**src/rtl/tick_sched_pkg.sv**
```systemverilog
// Shared constants for the tick scheduler: channel indices, default periods,
// arbiter state encoding and the round-robin search helper.
package tick_sched_pkg;

    localparam int CH_I = 0;
    localparam int CH_L = 1;
    localparam int CH_D = 2;
    localparam int CH_T = 3;

    localparam int DEF_CNT_W = 26;
    localparam int DEF_PER_I = 8192;
    localparam int DEF_PER_L = 65536;
    localparam int DEF_PER_D = 32768;
    localparam int DEF_PER_T = 50000000;

    localparam logic [0:0] ST_IDLE  = 1'b0;
    localparam logic [0:0] ST_GRANT = 1'b1;

    // Returns {found, id}: first set bit of pend searching upward from last+1, wrapping.
    function automatic logic [2:0] rr_pick(input logic [3:0] pend, input logic [1:0] last);
        logic [1:0] idx;
        rr_pick = 3'b000;
        for (int k = 4; k >= 1; k--) begin
            idx = last + 2'(k);
            if (pend[idx]) begin
                rr_pick = {1'b1, idx};
            end
        end
    endfunction

endpackage

```
**src/rtl/tick_channel.sv**
```systemverilog
// One strobe channel: programmable period, free-running counter, registered
// single-cycle tick and a level output that toggles with every tick.
module tick_channel #(
    parameter int               CNT_W = 26,
    parameter logic [CNT_W-1:0] DEF_P = CNT_W'(8192)
) (
    input  logic             i_clk,
    input  logic             i_reset,
    input  logic             i_run,
    input  logic             i_wr,
    input  logic [CNT_W-1:0] i_wr_data,
    output logic             o_tick,
    output logic             o_level
);

    logic [CNT_W-1:0] r_p;
    logic [CNT_W-1:0] r_c;
    logic             r_tick;
    logic             r_level;
    logic [CNT_W-1:0] w_pe;
    logic             w_wrap;
    logic             w_fire;

    // Periods below 2 would make the tick a constant level, so they clamp to 2.
    assign w_pe   = (r_p < CNT_W'(2)) ? CNT_W'(2) : r_p;
    assign w_wrap = i_run && (r_c == (w_pe - CNT_W'(1)));
    assign w_fire = w_wrap && !i_wr;

    always_ff @(posedge i_clk) begin
        if (i_reset) begin
            r_p     <= DEF_P;
            r_c     <= '0;
            r_tick  <= 1'b0;
            r_level <= 1'b0;
        end else begin
            r_tick  <= w_fire;
            r_level <= r_level ^ w_fire;
            if (i_wr) begin
                r_p <= i_wr_data;
                r_c <= '0;
            end else if (i_run) begin
                r_c <= w_wrap ? '0 : r_c + CNT_W'(1);
            end
        end
    end

    assign o_tick  = r_tick;
    assign o_level = r_level;

endmodule

```
**src/rtl/tick_scheduler.sv**
```systemverilog
// Four programmable enable-strobe channels whose service requests are serialised
// to one handler by a round-robin grant/ack arbiter with overrun detection.
module tick_scheduler
    import tick_sched_pkg::*;
#(
    parameter int CNT_W = DEF_CNT_W,
    parameter int DEF_I = DEF_PER_I,
    parameter int DEF_L = DEF_PER_L,
    parameter int DEF_D = DEF_PER_D,
    parameter int DEF_T = DEF_PER_T
) (
    input  logic             OCLK,
    input  logic             reset,
    input  logic             run,
    input  logic             wr_en,
    input  logic [1:0]       wr_sel,
    input  logic [CNT_W-1:0] wr_data,
    output logic [3:0]       tick,
    output logic [3:0]       level,
    output logic             grant_valid,
    output logic [1:0]       grant_id,
    input  logic             grant_ack,
    output logic [3:0]       overrun
);

    logic [3:0] w_tick;
    logic [3:0] w_wr;
    logic [3:0] w_clr;
    logic [2:0] w_pick;
    logic       w_ack;
    logic [3:0] r_pend;
    logic [3:0] r_ovr;
    logic [0:0] r_state;
    logic [1:0] r_gid;
    logic [1:0] r_last;

    for (genvar g = 0; g < 4; g++) begin : g_ch
        localparam logic [CNT_W-1:0] DP = (g == CH_I) ? CNT_W'(DEF_I) :
                                          (g == CH_L) ? CNT_W'(DEF_L) :
                                          (g == CH_D) ? CNT_W'(DEF_D) : CNT_W'(DEF_T);
        assign w_wr[g] = wr_en && (wr_sel == 2'(g));

        tick_channel #(.CNT_W(CNT_W), .DEF_P(DP)) u_ch (
            .i_clk     (OCLK),
            .i_reset   (reset),
            .i_run     (run),
            .i_wr      (w_wr[g]),
            .i_wr_data (wr_data),
            .o_tick    (w_tick[g]),
            .o_level   (level[g])
        );
    end

    assign w_ack  = (r_state == ST_GRANT) && grant_ack;
    assign w_clr  = w_ack ? (4'b0001 << r_gid) : 4'b0000;
    assign w_pick = rr_pick(r_pend, r_last);

    always_ff @(posedge OCLK) begin
        if (reset) begin
            r_pend  <= '0;
            r_ovr   <= '0;
            r_state <= ST_IDLE;
            r_gid   <= '0;
            r_last  <= 2'd3;
        end else begin
            // A new tick beats a same-cycle ack; a write to the channel beats a new overrun.
            r_pend <= (r_pend & ~w_clr) | w_tick;
            r_ovr  <= (r_ovr | (w_tick & r_pend & ~w_clr)) & ~w_wr;
            if (r_state == ST_IDLE) begin
                if (w_pick[2]) begin
                    r_state <= ST_GRANT;
                    r_gid   <= w_pick[1:0];
                end
            end else if (grant_ack) begin
                r_state <= ST_IDLE;
                r_last  <= r_gid;
            end
        end
    end

    assign tick        = w_tick;
    assign grant_valid = (r_state == ST_GRANT);
    assign grant_id    = r_gid;
    assign overrun     = r_ovr;

endmodule

```
**config.mk**
```make
export PLATFORM = sky130hd
export DESIGN_NAME = tick_scheduler
export DESIGN_NICKNAME = d
export VERILOG_FILES = /design/src/rtl/tick_sched_pkg.sv /design/src/rtl/tick_channel.sv /design/src/rtl/tick_scheduler.sv
export SDC_FILE = /design/constraint.sdc
export NUM_CORES = 1
export LEC_CHECK = 0
export ABC_AREA = 1
export BUFFER_PORTS_ARGS = -buffer_cell sky130_fd_sc_hd__buf_2
export CAP_MARGIN = 20
export CORE_ASPECT_RATIO = 1.4
export CORE_MARGIN = 2
export CORE_UTILIZATION = 62
export CTS_CLUSTER_SIZE = 20
export DETAILED_ROUTE_END_ITERATION = 10
export PLACE_DENSITY = 0.87
export SLEW_MARGIN = 20
export SYNTH_ARGS = -nofsm -noshare
export SYNTH_HDL_FRONTEND = slang
export SYNTH_SLANG_ARGS = --single-unit
export TNS_END_PERCENT = 1
```
**constraint.sdc**
```tcl
create_clock -name OCLK -period 6.94 [get_ports OCLK]
set_input_delay 0.694 -clock OCLK [delete_from_list [all_inputs] [get_ports OCLK]]
set_output_delay 0.694 -clock OCLK [all_outputs]
set_load 0.02 [all_outputs]
```
== Yosys cells after proc, flatten, opt, wreduce, memory -nomap -nowiden ==
Index checks and enable logic that the tools add are counted.

* Input bits: 33
* Logic and storage cells: 109
* Output and inout port bits: 15
* Register bits: 229

* Eq/ne operators: 7
* Muxes and demuxes: 24
* Bitwise operators: 13
* Add/sub/neg operators: 11
* $lt $le $gt $ge: 8
* Reduce and logical (&&, ||, !) cells: 24
* Shifts and indexed selects: 1

{| class="wikitable"
|+ Operator list
! kind !! count
|-
| 26-bit 2-to-1 mux || 8
|-
| 26-bit by 1-bit adder with 26-bit output, second input constant || 4
|-
| 26-bit equality test || 4
|-
| 26-bit by 2-bit < comparator with 1-bit output, second input constant || 4
|-
| 26-bit by 1-bit subtractor with 26-bit output, second input constant || 4
|-
| 4-bit bitwise AND || 4
|-
| 1-bit logical AND || 13
|-
| 2-bit by 3-bit < comparator with 1-bit output, second input constant || 4
|-
| 3-bit 2-to-1 mux || 4
|-
| 1-bit binary-select mux with 2-bit select || 4
|-
| 4-bit NOT || 2
|-
| 4-bit OR || 2
|-
| 2-bit OR reduction || 4
|-
| 1-bit 2-to-1 mux || 7
|-
| 2-bit adder, second input constant || 2
|-
| 2-bit equality test, second input constant || 2
|-
| 1-bit zero test || 4
|-
| 4-bit 2-to-1 mux || 1
|-
| 2-bit AND reduction || 2
|-
| 1-bit by 2-bit << shifter with 4-bit output, first input constant || 1
|-
| 1-bit XOR || 4
|-
| 2-bit by 1-bit adder with 2-bit output, second input constant || 1
|-
| 2-bit by 1-bit equality test with 1-bit output, second input constant || 1
|-
| 2-bit zero test || 1
|-
| 1-bit NOT || 1
|}

== Depth between registers and ports, before layout ==
Gate-level depths: netlist of run 1.

* Depth in word-level cells: 8
* Mapped depth: 25
* Gate-level depth less buffers: 25

== Modules after synthesis ==
Synthesis of run 1 repeated with hierarchy kept, for this count alone.

* Cells, all modules: 2325
* Area, all modules: 15124.5 µm²

{| class="wikitable"
|+ Modules (own cells, without submodules)
! module !! times used !! sequential area each (µm²) !! area each (µm²) !! cells each
|-
| tick_channel at g_ch[0].u_ch ... || 3 || 1081.0 || 3574.7 || 554
|-
| tick_channel at g_ch[3].u_ch || 1 || 1081.0 || 3692.3 || 554
|-
| tick_scheduler || 1 || 260.2 || 708.2 || 109
|}

== Worst setup path after synthesis of run 1 ==
No wires, ideal clock.

* Path type: register to register
* Start point: register g_ch[0].u_ch.r_p[8]
* End point: register g_ch[0].u_ch.r_c[11]
* Path buffers: 1
* Data arrival time: 2.704 ns
* Clock period less this slack: 2.831 ns
* Data required time: 6.812 ns
* Cell stages (with the launch flop): 20
* Slack: 4.109 ns
* Library setup time: 0.128 ns
* Path through: dfxtp_1 -> nor2_2 -> nand2_1 -> nor2_1 -> nand2_1 -> nor2_4 -> inv_1 -> nand2_1 -> ha_1 -> nand2_1 -> nor2_1 -> nor3b_1 -> nand2_1 -> xor2_1 -> nand3_1 -> nor3_1 -> nand3_2 -> nand2_4 -> buf_8 -> nor3_2

* Longest elaborated chain between the ends: 6

{| class="wikitable"
|+ Ends and longest elaborated chain
! item !! RTL line !! source
|-
| start, declared || tick_channel.sv:16 || <nowiki>logic [CNT_W-1:0] r_p;</nowiki>
|-
| start signal, assigned || tick_channel.sv:39 || <nowiki>r_p <= i_wr_data;</nowiki>
|-
| 26-bit by 2-bit < comparator with 1-bit output || tick_channel.sv:25 || <nowiki>assign w_pe = (r_p < CNT_W'(2)) ? CNT_W'(2) : r_p;</nowiki>
|-
| 26-bit 2-to-1 mux (*) || tick_channel.sv:25 ||
|-
| 26-bit by 1-bit subtractor with 26-bit output (*) || tick_channel.sv:26 || <nowiki>assign w_wrap = i_run && (r_c == (w_pe - CNT_W'(1)));</nowiki>
|-
| 26-bit equality test (*) || tick_channel.sv:26 ||
|-
| 1-bit logical AND (*) || tick_channel.sv:26 ||
|-
| 26-bit 2-to-1 mux (*) || tick_channel.sv:42 || <nowiki>r_c <= w_wrap ? '0 : r_c + CNT_W'(1);</nowiki>
|-
| end signal, assigned || tick_channel.sv:42 ||
|-
| end, declared || tick_channel.sv:17 || <nowiki>logic [CNT_W-1:0] r_c;</nowiki>
|}

Mark *: on every way between the ends. The rest lies on a longest branch, timed or not.
A chain may end at the register's enable or synchronous reset.

== Final worst setup path of run 1 ==
* Start point: register g_ch[3].u_ch.r_p[9]
* End point: register g_ch[3].u_ch.r_c[18]

* Longest elaborated chain between the ends: 6

{| class="wikitable"
|+ Ends and longest elaborated chain
! item !! RTL line
|-
| start, declared || tick_channel.sv:16
|-
| start signal, assigned || tick_channel.sv:39
|-
| 26-bit by 2-bit < comparator with 1-bit output || tick_channel.sv:25
|-
| 26-bit 2-to-1 mux (*) || tick_channel.sv:25
|-
| 26-bit by 1-bit subtractor with 26-bit output (*) || tick_channel.sv:26
|-
| 26-bit equality test (*) || tick_channel.sv:26
|-
| 1-bit logical AND (*) || tick_channel.sv:26
|-
| 26-bit 2-to-1 mux (*) || tick_channel.sv:42
|-
| end signal, assigned || tick_channel.sv:42
|-
| end, declared || tick_channel.sv:17
|}

Marked as above.

==> results of run 1 <==
-- synth_stat cells (all sizes together), types with 5 or more instances --
cell type,count,share of area [%]
xor2,117,6.8
clkbuf,37,0.93
a21o,5,0.25
inv,355,8.9
or2,28,1.2
nand2,493,13
dfxtp,229,31
nor2,453,12
nand3b,10,0.50
ha,8,0.67
nand4,59,2.5
nand3,159,5.4
nor3b,9,0.45
buf,17,1.0
a21oi,93,3.1
o21ai,133,4.4
nor4,12,0.63
xnor2,62,3.6
a31oi,7,0.29
o21bai,6,0.30
nor3,65,2.5
-- state kept, by name (all words and copies together), names as in the netlist --
name / cells
g_ch.u_ch.r_p: 104
r_last: 2
grant_valid: 1
r_pend: 4
g_ch.u_ch.o_level: 4
overrun: 4
grant_id: 2
g_ch.u_ch.o_tick: 4
g_ch.u_ch.r_c: 104
-- power by group through the flow --
stage / logic [uW] / registers (uW) / clock network (uW)
after floorplan: 452 / 1410 / 0
after global placement: 584 / 1420 / 0
after detailed placement: 591 / 1420 / 0
after CTS: 595 / 1390 / 1240
after global routing: 680 / 1400 / 1290
final: 607 / 1390 / 1230
-- path summary, 6_finish.rpt --
path	startpoint	to	slack [ns]
worst max register to register	g_ch[3].u_ch.r_p[9]	g_ch[3].u_ch.r_c[18]	3.29
worst min register to register	overrun[3]	overrun[3]	0.46
worst max-delay path	g_ch[3].u_ch.r_p[9]	g_ch[3].u_ch.r_c[18]	3.29
worst min-delay path	overrun[3]	overrun[3]	0.46
-- cell families (layout without fill, tap and decap cells) --
family	count (synthesis)	in the layout	synth area share [%]
AO/OA/AOI/OAI	251	251	8.74
XOR/XNOR	182	182	10.9
adder cells (fa/ha/maj)	8	8	0.667
buffers and inverters	410	449	10.9
flip-flops	229	229	30.6
multiplexers	2	2	0.133
AND/OR/NAND/NOR	1296	1296	38.1
-- metrics by stage --
stage / hold slack (ns) / util [%] / area [um^2]
6_report: 0.465 / 67.4 / 16100
3_5_place_dp: 0.456 / 64.4 / 15400
3_3_place_gp: 0.443 / 64.4 / 15400
4_1_cts: 0.473 / 67.4 / 16100
5_1_grt: 0.497 / 67.4 / 16100
2_1_floorplan: 0.457 / - / 15000
-- tightest hold or removal path: cells and delay by family (launching register included) --
family / cells / cell delay, ns
AOI/OAI and AO/OA: 1 / 0.04
DFF: 1 / 0.32
and+or+nand+nor: 1 / 0.07
-- cells in the final DEF, fill, tap and decap left out, drive strengths merged, types with 9 or more instances in the layout --
cell type	instances
nor3	65
inv	354
nand3b	10
buf	53
dfxtp	229
nand4	59
nor4	12
clkbuf	35
nand3	159
nor3b	9
nand2	493
o21ai	133
or2	28
nor2	453
xnor2	62
a21oi	93
xor2	117
-- final cells by class --
cell class | count | area (um^2)
multi-input combinational | 1739 | 8790
fill | 2179 | 7780
sequential | 229 | 4580
inverter | 356 | 1340
clock buffer | 35 | 681
tap | 310 | 388
timing repair buffer | 53 | 280
clock inverter | 5 | 53.8
-- metal layers --
metal	vias to the layer above	part of all wire (%)	global-route usage, %
li1	7547	-	-
met1	6811	39	39.9
met2	564	49	59.9
met3	165	6.4	4.35
met4	4	6.0	18.2
met5	-	0.062	0
==> metrics.csv, run 1 <==
stage;metric;value;unit
placed_design;dp_slack;3.36;ns
placed_design;gp_congestion;1.03;
setup_path;crit_chain;nor2_1 -> nand2_1 -> nor2_1 -> nand2_1 -> nor2_4 -> inv_1 -> nand2_1 -> ha_1 -> nand2_1 -> nor2_1 -> inv_1 -> nor3_2 -> nand2_1 -> xnor2_1 -> nand3_1 -> nor2_1 -> nand2_1 -> inv_1 -> nand3_1 -> nand2_2 -> inv_2 -> nand2_1 -> inv_1;
floorplanning;die_w;135;um
floorplanning;die_y;188;um
clocking;postCtsSetupRepairBufs;0;
placed_design;place_inst;2687;
drt;vias;15091;
power;p_switching;980;uW
global_routing;grt_max_degree;90;
drt;post_drt_wl_per_cell;16.0;um
timing;clock_skew;0.0220;ns
timing;hold_violations;0;
power;p_leak;0.00770;uW
setup_path;crit_type;flip-flop to flip-flop;
synthesis;synth-main-ff-cell;dfxtp_1;
power;irDropWorstVdd;0.208;mV
timing;drv_slew;0;
hold_path;min_path_type;flip-flop to flip-flop;
setup_path;cp_num_buf_inv;5;
clocking;h-tree-depth;1;
setup_path;end_kind;flip-flop;
finish;layoutNonFillerInstCount;2727;
clocking;cts.sinks;229;
clocking;clkTransAtPathRegs;0.06;ns
floorplanning;core-area;0.0239;mm^2
setup_path;worst_path_max_delay_cell;dfxtp_1;
run_status;status;complete, no violations;
placed_design;io_buffer_count;47;
finish;finalNetCount;2443;
drt;antenna_left;0;
job;maxCapViolCount;0;
synthesis;synth_nets;2419;
global_routing;grt_pass1_wl;69.5;mm
timing;fin_ws;3.29;ns
power;swShare;30.3;%
clocking;numCtsBuffers;23;
clocking;clockBufferDepth;3;
timing;setup_tns;0;ns
floorplanning;dieArea;0.0255;mm^2
setup_path;worstPathArrival;4.06;ns
power;p_comb_share;18.8;%
floorplanning;start_util;62.8;%
drt;first_pass_iters;6;
drt;drc;0;
clocking;clock_latency;0.53;ns
global_routing;grt_usage;34.1;%
clocking;clockRootBuffer;clkbuf_16;
power;seq_power_share;43.0;%
drt;drt-initial-drc-count;1162;
global_routing;grt_pass1_vias;14316;
drt;viasPerCell;5.53;
timing;grt_setup_unrepaired;false;
global_routing;grt_antenna_before_repair;2;
finish;area.growth.synth_to_final;7.41;%
clocking;cts_hold_buf;0;
timing;slew_headroom;35.7;%
finish;drive_gt1_share;7.12;%
placed_design;dp_hpwl;33.8;mm
timing;fmax;0.274;GHz
synthesis;syn_area;0.0150;mm^2
timing;min_period_over_period;52.6;%
global_routing;overflow;0;
timing;worst_slew_pin_slew;0.958;ns
setup_path;critPathMaxFanout;18;
synthesis;synth.distinct_cells;46;
floorplanning;rows;67;
clocking;cts_tree;built;
timing;period_minus_slack;3.65;ns
synthesis;ys_ff_latch;229;
floorplanning;ios;48;
setup_path;critPathMaxStageDelay;0.36;ns
synthesis;ys.warnings.count;0;
power;power;3230;uW
setup_path;critPathRequiredTime;7.35;ns
setup_path;critical_path.most_common_cell;nand2_1;
setup_path;worst_r2r_path_depth;23;
clocking;cts.repair.resized;0;
finish;antenna_cells;0;
synthesis;netlist_instances;2378;
power;clkPwrFrac;38.2;%
synthesis;ys_async_sr_fraction;0;%
drt;wl;43.5;mm
setup_path;start_kind;flip-flop;
setup_path;cp_top_family;simple AND/OR/NAND/NOR gates;
hold_path;hold_depth;2;
power;p_int;2250;uW
setup_path;cp_num_cells;23;
timing;setup_viol;0;
synthesis;yosysSeqAreaShare;30.6;%
synthesis;avgSynthCellArea;6.31;um^2
synthesis;synth_edf_count;0;
power;powerDensity;201;mW/mm^2
(Power assumes the default switching activity.)
==> run 2: changes to the inputs <==
--- a/config.mk
+++ b/config.mk
@@ -10,10 +10,10 @@
 export CAP_MARGIN = 20
 export CORE_ASPECT_RATIO = 1.4
 export CORE_MARGIN = 2
-export CORE_UTILIZATION = 62
+export CORE_UTILIZATION = 57
 export CTS_CLUSTER_SIZE = 20
 export DETAILED_ROUTE_END_ITERATION = 10
-export PLACE_DENSITY = 0.87
+export PLACE_DENSITY = 0.84
 export SLEW_MARGIN = 20
 export SYNTH_ARGS = -nofsm -noshare
 export SYNTH_HDL_FRONTEND = slang
==> constraint.sdc (replaced) <==
create_clock -name OCLK -period 3.3 [get_ports OCLK]
set_input_delay 0.33 -clock OCLK [delete_from_list [all_inputs] [get_ports OCLK]]
set_output_delay 0.33 -clock OCLK [all_outputs]
set_load 0.02 [all_outputs]
==> metrics.csv, run 2 (same netlist as run 1, synthesis figures left out) <==
stage;metric;value;unit;change
global_routing;overflow;0;;unchanged
timing;min_period_over_period;93.2;%;+41 points
global_routing;grt_pass1_wl;71.7;mm;+3.2%
placed_design;dp_slack;-0.00286;ns;-3.36 ns
finish;final_common_cell;nand2_1;;
floorplanning;start_util;57.7;%;-5.1 points
finish;final_cell_mix;nand2_1, nor2_1, inv_1;;
power;powerDensity;428;mW/mm^2;+110%
placed_design;gp_congestion;1.03;;+0.14%
finish;layoutNonFillerInstCount;2803;;+2.8%
global_routing;grt_max_degree;56;;-38%
timing;worst_slew_pin_slew;0.692;ns;-0.266 ns
timing;clock_skew;0.0132;ns;-0.00876 ns
floorplanning;die_y;196;um;+4.2%
setup_path;worstPathArrival;3.50;ns;-0.56 ns
clocking;clock_latency;0.54;ns;about the same
global_routing;grt_usage;32.4;%;-1.6 points
power;p_leak;0.00809;uW;+5.1%
floorplanning;dieArea;0.0276;mm^2;+8.5%
drt;first_pass_iters;6;;unchanged
floorplanning;ios;48;;unchanged
finish;largestRegisters;g_ch.u_ch.r_c (104), g_ch.u_ch.r_p (104);;
power;swShare;29.9;%;-0.43 points
global_routing;grt_pass1_vias;14462;;+1.0%
timing;grt_setup_unrepaired;true;;
placed_design;dp_hpwl;35.7;mm;+5.6%
clocking;numCtsBuffers;24;;+4.3%
finish;drive_gt1_share;11.2;%;+4.1 points
clocking;h-tree-depth;1;;unchanged
setup_path;end_kind;flip-flop;;
power;power;7240;uW;+120%
drt;drt-initial-drc-count;974;;-16%
setup_path;start_kind;flip-flop;;
clocking;clockBufferDepth;3;;unchanged
drt;wl;45.8;mm;+5.2%
timing;fin_ws;0.224;ns;-3.07 ns
clocking;cts.sinks;229;;unchanged
power;p_comb_share;19.5;%;+0.7 points
placed_design;io_buffer_count;47;;unchanged
setup_path;crit_type;flip-flop to flip-flop;;
timing;hold_violations;0;;unchanged
setup_path;critPathRequiredTime;3.72;ns;-3.63 ns
clocking;clockRootBuffer;clkbuf_16;;
timing;fmax;0.325;GHz;+19%
power;clkPwrFrac;40.2;%;+2.0 points
clocking;cts_tree;built;;
timing;slew_headroom;53.7;%;+18 points
drt;vias;15294;;+1.3%
floorplanning;core-area;0.0260;mm^2;+8.9%
run_status;status;complete, no violations;;
timing;period_minus_slack;3.08;ns;-0.572 ns
global_routing;grt_antenna_before_repair;1;;-1
placed_design;place_area;0.0158;mm^2;+2.7%
finish;finalNetCount;2502;;+2.4%
timing;setup_viol;0;;unchanged
power;p_int;5080;uW;+130%
placed_design;place_inst;2749;;+2.3%
drt;viasPerCell;5.46;;-1.4%
power;p_switching;2160;uW;+120%
floorplanning;die_w;141;um;+4.2%
power;seq_power_share;40.3;%;-2.7 points
timing;drv_slew;0;;unchanged
setup_path;critPathMaxFanout;9;;-9
drt;post_drt_wl_per_cell;16.3;um;+2.4%
job;maxCapViolCount;0;;unchanged
floorplanning;rows;70;;+4.5%
power;irDropWorstVdd;0.460;mV;+120%
clocking;clkTransAtPathRegs;0.07;ns;about the same
hold_path;min_path_type;primary input to flip-flop;;
finish;area.growth.synth_to_final;12.7;%;
drt;antenna_left;0;;unchanged
drt;drc;0;;unchanged
finish;stdcell_area;0.0169;mm^2;+4.9%
==> run 2: changes by cell type in the layout (fill, tap and decap cells not counted), moves of 5 or more <==
cell     delta
nand2_1     -5
nor2_1     -21
nor2_2     +18
buf_4      +53
xor2_2      +5
nand2_2     +5
xor2_1      -5
==> run 2: cell type report <==
| class | count | area, um^2 |
|---|---|---|
| flip-flops and latches | 229 | 4580 |
| clock buffers | 31 | 678 |
| inverters | 356 | 1340 |
| well taps | 324 | 405 |
| diodes | 1 | 2.50 |
| multi-input cells | 1740 | 8980 |
| clock inverters | 12 | 168 |
| fillers | 2343 | 9110 |
| repair buffers | 110 | 753 |
==> run 2: per-layer routing <==
metal  vias to the layer above  part of all wire [%]  track usage (%)  routed length [um]
met5                         -                 0.028                0                  13
met4                         2                   6.9             19.4                3180
met1                      6880                    39             37.8               18100
met2                       569                    48             56.8               21800
met3                       189                   6.0             3.71                2760
li1                       7654                     -                -                   -
==> run 2: worst paths after layout <==
kind | from | slack [ns] | depth (start not counted) | endpoint
worst max register to register | g_ch[0].u_ch.r_p[8] | 0.22 | 22 | g_ch[0].u_ch.r_c[23]
worst max-delay path | g_ch[0].u_ch.r_p[8] | 0.22 | 22 | g_ch[0].u_ch.r_c[23]
worst min register to register | overrun[3] | 0.47 | 2 | overrun[3]
worst min-delay path | wr_data[25] | 0.13 | 3 | g_ch[3].u_ch.r_p[25]
==> run 2: per-stage QoR <==
stage	util [%]	TNS (ns)	hold slack, ns
floorplan	-	0	0.456
global placement	60.7	0	0.443
detailed placement	60.7	-0.00297	0.455
CTS	64.1	0	0.0883
global route	65.0	-1.19	0.114
finish	65.0	0	0.129
==> run 2: critical path, cell delays in order (launching register included) <==
cell	delay, ns
dfxtp_1	0.36
nor2_4	0.15
nand2_1	0.12
nor2_1	0.14
nand2_1	0.10
nor2_4	0.15
inv_1	0.07
nand2_1	0.08
ha_2	0.21
nand2_2	0.10
nor2_4	0.14
buf_4	0.13
xor2_1	0.20
or2_2	0.16
nand2_1	0.05
inv_1	0.04
nand3b_1	0.11
nor2_2	0.16
nand3_2	0.15
nand2_4	0.14
inv_2	0.10
nand3_1	0.08
inv_1	0.04
==> run 2: what timing repair did <==
action,4_1_cts,5_1_grt
gates cloned,0,1
endpoints found under the setup margin,13,107
hold buffers,0,0
resized for setup,2,45
pin swaps,0,5
setup buffers,4,4
==> run 2: power groups by stage <==
stage / registers (uW) / logic, uW / clock network [uW]
after floorplan: 2960 / 951 / 0
after global placement: 2970 / 1310 / 0
after detailed placement: 2980 / 1330 / 0
after CTS: 2920 / 1340 / 2950
after global routing: 2930 / 1560 / 3050
final: 2920 / 1410 / 2910
==> run 3: changes to the inputs <==
--- a/config.mk
+++ b/config.mk
@@ -13,6 +13,7 @@
 export CORE_UTILIZATION = 57
 export CTS_CLUSTER_SIZE = 20
 export DETAILED_ROUTE_END_ITERATION = 10
+export GPL_TIMING_DRIVEN = 0
 export PLACE_DENSITY = 0.84
 export SLEW_MARGIN = 20
 export SYNTH_ARGS = -nofsm -noshare
==> metrics.csv, run 3 (same netlist as run 1, synthesis figures left out) <==
stage;metric;value;unit;change
clocking;clock_latency;0.54;ns;about the same
drt;vias;15531;;+1.5%
floorplanning;start_util;57.7;%;unchanged
global_routing;overflow;0;;unchanged
finish;largestRegisters;g_ch.u_ch.r_c (104), g_ch.u_ch.r_p (104);;
timing;worst_slew_pin_slew;0.898;ns;+0.205 ns
setup_path;start_kind;flip-flop;;
floorplanning;ios;48;;unchanged
placed_design;place_area;0.0156;mm^2;-0.99%
placed_design;dp_hpwl;35.7;mm;about the same
clocking;clockRootBuffer;clkbuf_16;;
power;p_leak;0.00803;uW;-0.71%
drt;drt-initial-drc-count;1164;;+20%
setup_path;critPathMaxFanout;5;;-4
drt;drc;0;;unchanged
clocking;clockBufferDepth;3;;unchanged
drt;post_drt_wl_per_cell;16.4;um;+0.23%
floorplanning;rows;70;;unchanged
global_routing;grt_antenna_before_repair;1;;unchanged
floorplanning;die_w;141;um;unchanged
timing;drv_slew;0;;unchanged
run_status;status;complete, no violations;;
global_routing;grt_usage;32.6;%;+0.14 points
global_routing;grt_pass1_vias;14616;;+1.1%
clocking;h-tree-depth;1;;unchanged
setup_path;end_kind;flip-flop;;
timing;min_period_over_period;98.3;%;+5.1 points
finish;final_cell_mix;nand2_1, nor2_1, inv_1;;
drt;wl;46.1;mm;+0.66%
power;power;7210;uW;-0.39%
floorplanning;die_y;196;um;unchanged
placed_design;io_buffer_count;46;;-2.1%
finish;final_common_cell;nand2_1;;
setup_path;worst_r2r_path_depth;20;;-9.1%
clocking;cts_tree;built;;
setup_path;crit_type;flip-flop to flip-flop;;
finish;stdcell_area;0.0170;mm^2;+0.74%
placed_design;gp_congestion;1.00;;-2.4%
timing;clock_skew;0.0164;ns;+0.00317 ns
floorplanning;core-area;0.0260;mm^2;unchanged
timing;whs;0.108;ns;-0.0210 ns
finish;antenna_cells;0;;-1
global_routing;grt_max_degree;16;;-71%
timing;period_minus_slack;3.24;ns;+0.169 ns
finish;area.growth.synth_to_final;13.5;%;
timing;hold_violations;0;;unchanged
job;maxCapViolCount;0;;unchanged
drt;antenna_left;0;;unchanged
floorplanning;dieArea;0.0276;mm^2;unchanged
clocking;cts.sinks;229;;unchanged
drt;first_pass_iters;7;;+1
hold_path;hold_depth;3;;unchanged
clocking;numCtsBuffers;23;;-4.2%
finish;finalNetCount;2516;;+0.56%
power;irDropWorstVdd;0.426;mV;-7.3%
setup_path;critPathRequiredTime;3.74;ns;+0.02 ns
clocking;clkTransAtPathRegs;0.07;ns;about the same
setup_path;worstPathArrival;3.68;ns;+0.18 ns
global_routing;grt_pass1_wl;72.2;mm;+0.81%
power;powerDensity;424;mW/mm^2;-1.1%
timing;setup_viol;0;;unchanged
drt;viasPerCell;5.52;;+1.1%
timing;slew_headroom;40.1;%;-14 points
hold_path;min_path_type;primary input to flip-flop;;
clocking;cts_hold_buf;0;;unchanged
finish;drive_gt1_share;12.7;%;+1.5 points
timing;fmax;0.308;GHz;-5.2%
timing;grt_setup_unrepaired;true;;
==> run 3: metal layers <==
layer  global-route usage, %  wire length [um]
met3                    4.52              3230
met2                    56.3             21800
met1                    37.7             17700
met4                    20.7              3370
met5                       0                12
==> run 3: through the flow <==
stage | setup TNS (ns) | std cells | utilization, % | worst slack [ns]
floorplan | 0 | 2378 | - | 0.469
global placement | -16.81 | 2748 | 60.1 | -0.455
detailed placement | -16.48 | 2748 | 60.1 | -0.434
CTS | -0.241 | 2790 | 63.6 | -0.0361
global route | -1.41 | 2815 | 65.5 | -0.0753
finish | 0 | 2815 | 65.5 | 0.0556
==> run 3: timing repair <==
item	CTS	global route
endpoints found under the setup margin	96	110
resized for setup	18	110
pin swaps	2	37
setup buffers	1	22
cloned	0	3
==> run 3: where the power goes <==
group          internal (uW)  switching [uW]  total, uW  leakage [uW]
Sequential              2840             103       2940       0.00186
Clock                   1700            1160       2860      0.000387
Combinational            475             939       1410       0.00578
Total                   5010            2200       7210       0.00803
==> run 3: cell type report <==
class	instances	area, um^2
Inverter	356	1340
Multi-Input combinational cell	1741	9150
Timing Repair Buffer	70	410
Fill cell	2401	8980
Clock inverter	13	201
Buffer	54	297
Clock buffer	28	604
Sequential cell	229	4620
Tap cell	324	405
==> run 3: critical path: stages, from the launching register on <==
cell	delay, ns
dfxtp_1	0.38
nor2_1	0.23
nand2_1	0.13
nor2_1	0.14
nand2_1	0.07
nor2_2	0.18
nor2_1	0.07
ha_2	0.20
nand2_2	0.12
nor2_4	0.05
buf_4	0.13
xor2_1	0.21
or2_2	0.17
nand2_1	0.05
nor2_1	0.10
nand2_1	0.05
nor2_1	0.22
nand3_2	0.22
nand2_4	0.19
buf_4	0.17
nor2_1	0.04
==> run 3: path summary, 6_finish.rpt <==
path,start,end,slack (ns)
max,g_ch[1].u_ch.r_p[9],g_ch[1].u_ch.r_c[9],0.06
min,wr_data[25],g_ch[3].u_ch.r_p[25],0.11
max reg2reg,g_ch[1].u_ch.r_p[9],g_ch[1].u_ch.r_c[9],0.06
min reg2reg,overrun[2],overrun[2],0.47
